File: config.mk
export PLATFORM = sky130hd
export DESIGN_NAME = gpu_cmd_queue
export DESIGN_NICKNAME = d
export VERILOG_FILES = /design/src/rtl/gpu_pkg.sv /design/src/rtl/gpu_cmd_fifo.sv /design/src/rtl/gpu_cmd_queue.sv
export SDC_FILE = /design/constraint.sdc
export NUM_CORES = 2
export LEC_CHECK = 0
export CAP_MARGIN = 10
export CORE_MARGIN = 4
export CORE_UTILIZATION = 25
export CTS_CLUSTER_DIAMETER = 100
export DETAILED_ROUTE_END_ITERATION = 16
export PLACE_DENSITY = 0.53
export SYNTH_ARGS = -nofsm -noshare
export SYNTH_HDL_FRONTEND = slang
export SYNTH_SLANG_ARGS = --single-unit
File: constraint.sdc
create_clock -name clk -period 11.8 [get_ports clk]
set_input_delay 1.18 -clock clk [delete_from_list [all_inputs] [get_ports clk]]
set_output_delay 1.18 -clock clk [all_outputs]
set_load 0.02 [all_outputs]
File: src/rtl/gpu_pkg.sv
// Shared definitions for the GPU command queue: opcodes, sequencer states and the
// packed command-record layout used to carry a command through the FIFO.
package gpu_pkg;

  localparam logic OP_DRAW  = 1'b0;
  localparam logic OP_CLEAR = 1'b1;

  localparam int unsigned ADDR_W  = 32;
  localparam int unsigned OFS_W   = 16;
  localparam int unsigned COLOR_W = 16;

  // Fixed-width fields sit at the bottom of the record, geometry above them.
  localparam int unsigned OFF_OP    = 0;
  localparam int unsigned OFF_ADDR  = 1;
  localparam int unsigned OFF_AX    = OFF_ADDR + ADDR_W;
  localparam int unsigned OFF_AY    = OFF_AX + OFS_W;
  localparam int unsigned OFF_IW    = OFF_AY + OFS_W;
  localparam int unsigned OFF_COLOR = OFF_IW + OFS_W;
  localparam int unsigned OFF_GEOM  = OFF_COLOR + COLOR_W;

  typedef enum logic [1:0] {StIdle, StLoad, StFire, StWait} gpu_state_e;

  function automatic int unsigned coord_w(input int unsigned fb_dim);
    return $clog2(fb_dim) + 2;
  endfunction

  function automatic int unsigned rec_w(input int unsigned xw, input int unsigned yw);
    return OFF_GEOM + 2 * xw + 2 * yw;
  endfunction

endpackage

File: src/rtl/gpu_cmd_fifo.sv
// Synchronous FIFO with combinational head data; pushes when full and pops when empty
// are ignored. Depth must be a power of two.
module gpu_cmd_fifo #(
  parameter int unsigned DataWidth = 8,
  parameter int unsigned Depth     = 16
) (
  input  logic                   i_clk,
  input  logic                   i_rst,
  input  logic                   i_push,
  input  logic [DataWidth-1:0]   i_data,
  input  logic                   i_pop,
  output logic [DataWidth-1:0]   o_data,
  output logic                   o_full,
  output logic                   o_empty,
  output logic [$clog2(Depth):0] o_level
);

  localparam int unsigned AW = $clog2(Depth);
  localparam logic [AW:0] FullLevel = (AW + 1)'(Depth);

  logic [DataWidth-1:0] r_mem [Depth];
  logic [AW-1:0]        r_wptr;
  logic [AW-1:0]        r_rptr;
  logic [AW:0]          r_level;
  logic                 w_push;
  logic                 w_pop;

  assign o_full  = (r_level == FullLevel);
  assign o_empty = (r_level == '0);
  assign o_level = r_level;
  assign o_data  = r_mem[r_rptr];
  assign w_push  = i_push && !o_full;
  assign w_pop   = i_pop && !o_empty;

  always_ff @(posedge i_clk or posedge i_rst) begin
    if (i_rst) begin
      r_wptr  <= '0;
      r_rptr  <= '0;
      r_level <= '0;
    end else begin
      if (w_push) r_wptr <= r_wptr + 1'b1;
      if (w_pop)  r_rptr <= r_rptr + 1'b1;
      case ({w_push, w_pop})
        2'b10:   r_level <= r_level + 1'b1;
        2'b01:   r_level <= r_level - 1'b1;
        default: r_level <= r_level;
      endcase
    end
  end

  always_ff @(posedge i_clk) begin
    if (w_push) r_mem[r_wptr] <= i_data;
  end

endmodule

File: src/rtl/gpu_cmd_queue.sv
// Command FIFO and sequencer feeding the GPU draw engine: replays queued draw/clear
// commands with stable ctrl_* fields and one-cycle strobes. Define
// GPU_CMD_QUEUE_STATS_EN to add draw/clear/dropped counters.
module gpu_cmd_queue
  import gpu_pkg::*;
#(
  parameter int unsigned FB_WIDTH  = 400,
  parameter int unsigned FB_HEIGHT = 240,
  parameter int unsigned DEPTH     = 16
) (
  input  logic                           clk,
  input  logic                           reset,
  input  logic                           cmd_valid,
  output logic                           cmd_ready,
  input  logic                           cmd_op,
  input  logic [31:0]                    cmd_address,
  input  logic [15:0]                    cmd_address_x,
  input  logic [15:0]                    cmd_address_y,
  input  logic [15:0]                    cmd_image_width,
  input  logic [$clog2(FB_WIDTH)+1:0]    cmd_width,
  input  logic [$clog2(FB_HEIGHT)+1:0]   cmd_height,
  input  logic [$clog2(FB_WIDTH)+1:0]    cmd_x,
  input  logic [$clog2(FB_HEIGHT)+1:0]   cmd_y,
  input  logic [15:0]                    cmd_clear_color,
  output logic [$clog2(DEPTH):0]         queue_level,
  output logic                           queue_idle,
  output logic [31:0]                    ctrl_address,
  output logic [15:0]                    ctrl_address_x,
  output logic [15:0]                    ctrl_address_y,
  output logic [15:0]                    ctrl_image_width,
  output logic [$clog2(FB_WIDTH)+1:0]    ctrl_width,
  output logic [$clog2(FB_HEIGHT)+1:0]   ctrl_height,
  output logic [$clog2(FB_WIDTH)+1:0]    ctrl_x,
  output logic [$clog2(FB_HEIGHT)+1:0]   ctrl_y,
  output logic [15:0]                    ctrl_clear_color,
  output logic                           ctrl_draw,
  output logic                           ctrl_clear,
  input  logic                           gpu_busy
`ifdef GPU_CMD_QUEUE_STATS_EN
  ,
  output logic [31:0]                    stat_draws,
  output logic [31:0]                    stat_clears,
  output logic [31:0]                    stat_dropped
`endif
);

  localparam int unsigned XW   = coord_w(FB_WIDTH);
  localparam int unsigned YW   = coord_w(FB_HEIGHT);
  localparam int unsigned RecW = rec_w(XW, YW);
  localparam int unsigned OffW = OFF_GEOM;
  localparam int unsigned OffH = OffW + XW;
  localparam int unsigned OffX = OffH + YW;
  localparam int unsigned OffY = OffX + XW;

  logic [RecW-1:0] w_push_rec;
  logic [RecW-1:0] w_head;
  logic [RecW-1:0] r_rec;
  logic            w_full;
  logic            w_empty;
  logic            w_pop;
  logic            w_load;
  logic            w_discard;
  logic            w_draw_next;
  logic            w_clear_next;
  logic            r_draw;
  logic            r_clear;
  gpu_state_e      r_state;
  gpu_state_e      w_state_next;

  assign w_push_rec = {cmd_y, cmd_x, cmd_height, cmd_width, cmd_clear_color, cmd_image_width,
                       cmd_address_y, cmd_address_x, cmd_address, cmd_op};

  gpu_cmd_fifo #(
    .DataWidth(RecW),
    .Depth    (DEPTH)
  ) u_fifo (
    .i_clk  (clk),
    .i_rst  (reset),
    .i_push (cmd_valid),
    .i_data (w_push_rec),
    .i_pop  (w_pop),
    .o_data (w_head),
    .o_full (w_full),
    .o_empty(w_empty),
    .o_level(queue_level)
  );

  assign cmd_ready  = !w_full;
  assign queue_idle = w_empty && (r_state == StIdle) && !gpu_busy;

  always_comb begin
    w_state_next = r_state;
    w_pop        = 1'b0;
    w_load       = 1'b0;
    w_discard    = 1'b0;
    unique case (r_state)
      StIdle: begin
        if (!w_empty && !gpu_busy) begin
          w_pop = 1'b1;
          // Zero-area draws would hang nothing useful on the GPU; drop them here.
          if (w_head[OFF_OP] == OP_DRAW &&
              (w_head[OffW +: XW] == '0 || w_head[OffH +: YW] == '0)) begin
            w_discard = 1'b1;
          end else begin
            w_load       = 1'b1;
            w_state_next = StLoad;
          end
        end
      end
      StLoad:  w_state_next = StFire;
      StFire:  w_state_next = StWait;
      StWait:  if (!gpu_busy) w_state_next = StIdle;
      default: w_state_next = StIdle;
    endcase
  end

  assign w_draw_next  = (r_state == StLoad) && (r_rec[OFF_OP] == OP_DRAW);
  assign w_clear_next = (r_state == StLoad) && (r_rec[OFF_OP] == OP_CLEAR);

  always_ff @(posedge clk or posedge reset) begin
    if (reset) begin
      r_state <= StIdle;
      r_rec   <= '0;
      r_draw  <= 1'b0;
      r_clear <= 1'b0;
    end else begin
      r_state <= w_state_next;
      if (w_load) r_rec <= w_head;
      r_draw  <= w_draw_next;
      r_clear <= w_clear_next;
    end
  end

  assign ctrl_address     = r_rec[OFF_ADDR +: ADDR_W];
  assign ctrl_address_x   = r_rec[OFF_AX +: OFS_W];
  assign ctrl_address_y   = r_rec[OFF_AY +: OFS_W];
  assign ctrl_image_width = r_rec[OFF_IW +: OFS_W];
  assign ctrl_clear_color = r_rec[OFF_COLOR +: COLOR_W];
  assign ctrl_width       = r_rec[OffW +: XW];
  assign ctrl_height      = r_rec[OffH +: YW];
  assign ctrl_x           = r_rec[OffX +: XW];
  assign ctrl_y           = r_rec[OffY +: YW];
  assign ctrl_draw        = r_draw;
  assign ctrl_clear       = r_clear;

`ifdef GPU_CMD_QUEUE_STATS_EN
  logic [31:0] r_stat_draws;
  logic [31:0] r_stat_clears;
  logic [31:0] r_stat_dropped;

  always_ff @(posedge clk or posedge reset) begin
    if (reset) begin
      r_stat_draws   <= '0;
      r_stat_clears  <= '0;
      r_stat_dropped <= '0;
    end else begin
      if (r_state == StFire && r_rec[OFF_OP] == OP_DRAW)  r_stat_draws  <= r_stat_draws + 32'd1;
      if (r_state == StFire && r_rec[OFF_OP] == OP_CLEAR) r_stat_clears <= r_stat_clears + 32'd1;
      if (w_discard) r_stat_dropped <= r_stat_dropped + 32'd1;
    end
  end

  assign stat_draws   = r_stat_draws;
  assign stat_clears  = r_stat_clears;
  assign stat_dropped = r_stat_dropped;
`endif

endmodule

==> key figures <==
Floorplan
  • Die H: 611 um
  • Core footprint: 0.362 mm2
  • Initial Util: 25.1%
  • Die ar.: 0.373 mm2
  • # IOs: 290
  • Die Wd: 611 um
  • Standard-cell rows: 221

Timing
  • Worst Max-Slew Pin Slew: 1120 ps
  • Clk_skew: 74.0 ps
  • Tcrit/Tclk final: 54.0%
  • Fin worst setup slack: 5430 ps
  • Slew Viols, Final: 0
  • Hold Vio Cnt, Final: 0
  • Slew HR: 25.1%
  • Final setup vio count: 0
  • Setup tns final: 0 ps
  • Max Clk Rate: 0.157 GHz
  • Shortest period the worst path allows: 6370 ps
  • RSZ-0062 raised after global routing: false

Power and ir drop
  • Power density over the cells: 242 mW/mm2
  • Total power: 25.8 mW
  • Static leakage: 33.5 nW
  • Maximum vdd drop: 0.208 mV

Logic synthesis
  • Ys async rst share: 6.55%
  • Simple-gate share of the synthesized area: 0.611%
  • Register bit total from synthesis: 2,380
  • Synth unique cells: 49
  • Mux cell area share after synthesis: 17.5%
  • Sequential area share after synthesis: 77.9%
  • Post-Syn Area: 0.0908 mm2
  • EDFF count, synth: 2,224
  • Top_reg_cell synth: edfxtp_1
  • Post-synthesis net count: 4,059
  • Warnings from Yosys: 0
  • Avg Cell Area, Syn: 23.3 um2
  • Syn Inst Count: 3,903
  • Compound-Gate Fraction of Synth Area: 1.53%
  • Adder-cell share of the synthesized area: 0.179%
  • Combinational family with the most area after synthesis: multiplexers
  • Post-Synth XOR/XNOR Area: 0.116%

Clock network
  • TritonCTS clock tree: yes
  • # clock sinks: 2,380
  • Setup bufs post-CTS: 0
  • CTS Hold Bufs: 0
  • Clock Root Buffer: clkbuf_16
  • Clock latency on the worst-skew pair: 910 ps
  • CTS H-tree lvls: 4
  • Clk buf depth: 4
  • Clock transition at path regs: 60 ps
  • CTS Buf Count: 245
  • PostCTS Resize Cnt: 0

Worst setup path
  • Max stage delay on crit path: 940 ps
  • Reg-to-Reg Start: u_fifo.r_rptr[1]
  • RR Endpoint: r_rec[4]
  • Critical path's top delay family: buffers and inverters
  • Cell Chain, Critical Path: buf_4 -> mux4_2 -> a22oi_1 -> nand3_1 -> nor4b_1 -> nand4_1 -> o211ai_4 -> buf_4 -> buf_4 -> mux2_1
  • Crit path launch: u_fifo.r_rptr[1]
  • Crit path launch type: flip-flop
  • CP dominant cell by count: buf_4
  • Crit-path slowest cell: dfrtp_4
  • Crit Path Class: flip-flop to flip-flop
  • Worst-path maximum fanout: 58
  • R2r setup slk: 5430 ps
  • Crit path DAT: 7100 ps
  • Worst Setup End Kind: flip-flop
  • Worst Path Required: 12,530 ps
  • R2R depth: 10
  • Buf/Inv on CP: 3

Place
  • Final RePlAce weighted congestion: 0.694
  • DP Worst Slack: 5430 ps
  • Port buffer count: 289
  • DP HPWL: 124,000 um
  • Post-Place Cells: 8,752

GRT
  • Number of global-route vias before repair: 43,053
  • Overall Global Routing Usage: 12.4%
  • Largest net degree at the start of global routing: 100
  • First-pass GRT wire length: 333,000 um
  • Initial antenna violation count: 69
  • GRT Residual Overflow: 0

Detailed routing
  • Total wire length: 238,000 um
  • DRC: 0
  • Met3 WL: 13,100 um
  • Via-per-instance ratio: 4.47
  • Met2 WL post-DR: 119,000 um
  • 1st-iter DRT viols: 3,587
  • Highest routed layer: met5
  • DR pass1 iterations: 5
  • Wire length per cell: 25.8 um
  • WL met1: 99,800 um
  • DRT antenna net count: 0
  • Overall via count from detail_route: 41,233

Status
  • Outcome: finished clean

Min path
  • Hold path startpoint: r_rec[64]
  • Hold Path End: r_rec[64]
  • Hold Path Class: flip-flop to flip-flop
  • Hold-critical path depth: 1

Finish
  • Layout cell share with drive strength beyond 1: 26.6%
  • Layout net count: 4,361
  • Area delta synth->final: 17.8%
  • Post-Layout Cell Count: 9,229

Job
  • Max_cap viols: 0
## where the power goes
part	total [mW]	switching [mW]	internal, mW	leakage [nW]
logic	7.24	3.98	3.26	7.55
registers	10.8	0.501	10.3	21.9
clock network	7.78	3.27	4.51	3.98
## per-layer routing
layer,vias up,track usage (%)
met5,-,0
met4,32,3.25
met3,366,2.48
met2,1117,21.2
met1,22698,16.0
li1,17020,-
## worst register-to-register path: cells and delay by family, from the launching register on
kind	cells	cell delay, ps
and+or+nand+nor	3	1150
DFF	1	940
AOI/OAI and AO/OA	2	560
buffers and inverters	3	2380
muxes	2	1170
## per-stage QoR
stage               instance area (um2)  hold WS (ps)  utilization (%)
floorplan                         90800           412                -
global placement                  98700           479             27.3
detailed placement                98700           486             27.3
CTS                              107000           500             29.5
global route                     107000           510             29.5
finish                           107000           492             29.5
## cells in the mapped netlist (13+ instances only)
cell type / count / share of area (%)
a21oi_1: 30 / 0.17
a221oi_1: 51 / 0.49
a22oi_1: 60 / 0.50
buf_1: 22 / 0.091
buf_2: 74 / 0.41
buf_4: 162 / 1.3
clkbuf_1: 74 / 0.31
dfrtp_1: 156 / 4.3
edfxtp_1: 2224 / 74
ha_1: 13 / 0.18
inv_1: 13 / 0.054
mux2_1: 52 / 0.64
mux2_2: 88 / 1.1
mux2i_1: 113 / 1.2
mux4_2: 584 / 14
nand2_1: 40 / 0.17
nand3_1: 13 / 0.072
nor2_1: 21 / 0.087
o21ai_0: 36 / 0.20
## area by class of cell
type                       instances  area [um2]
timing repair buffer             389        3710
fill                           34668      255000
clock inverter                   120        1320
clock buffer                     337        6820
inverter                          15        71.3
sequential                      2380       70700
tap                             4794        6000
multi-input combinational       1174       18200
antenna                           20        50.0
## cell families after synthesis
group	count (synthesis)
buffers and inverters	349
DFF	2380
muxes	837
adders and majority gates	13
AOI/OAI and AO/OA	197
and+or+nand+nor	115
xor gates and xnor gates	12
## state kept, by name, summed over array words and instances, names as in the netlist
signal,flops
u_fifo.r_rptr,4
ctrl_clear,1
ctrl_draw,1
u_fifo.r_mem,2224
r_state,2
u_fifo.o_level,5
u_fifo.r_wptr,4
r_rec,139
## cell usage in the layout, fill, tap and decap left out, types with 4 or more instances in the layout
master           synthesis  layout
clkbuf_8                 0      28
dfrtp_4                  0       4
edfxtp_1              2224    2224
diode_2                  0      20
clkinv_1                 1      26
mux2i_1                113     113
nand3_1                 13      13
a221oi_1                51      51
bufinv_16                0      21
clkbuf_1                74      61
buf_12                   0       5
a21o_1                   4       4
nor2_4                   0      12
mux2_2                  88      88
clkbuf_16                0     248
clkinvlp_4               0       9
buf_4                  162      95
o21ai_0                 36      36
nand2b_1                 6       6
xor2_1                   6       6
clkinv_4                 0       5
ha_1                    13      13
mux4_2                 584     584
a22oi_1                 60      60
dfrtp_1                156     152
nor2b_1                  9       7
nor3_4                   0       4
nand2_1                 40      40
inv_8                    0       5
mux2_1                  52      52
inv_6                    0       6
nor4_1                   5       4
nor2_1                  21       8
a21oi_1                 30      30
inv_1                   13      12
clkinv_2                 0      44
xnor2_1                  6       6
clkdlybuf4s50_1          0     289
clkinv_16                0       4
## worst max path at each step
stage,cells after the start,to,slack (ps)
after CTS,11,r_rec[4],5400
after floorplan,4,u_fifo.r_mem[15][0],3620
after global placement,11,r_rec[2],5440
after detailed placement,11,r_rec[138],5430
final,10,r_rec[4],5430
after global routing,11,r_rec[4],5190
(Power assumes the default switching activity.)
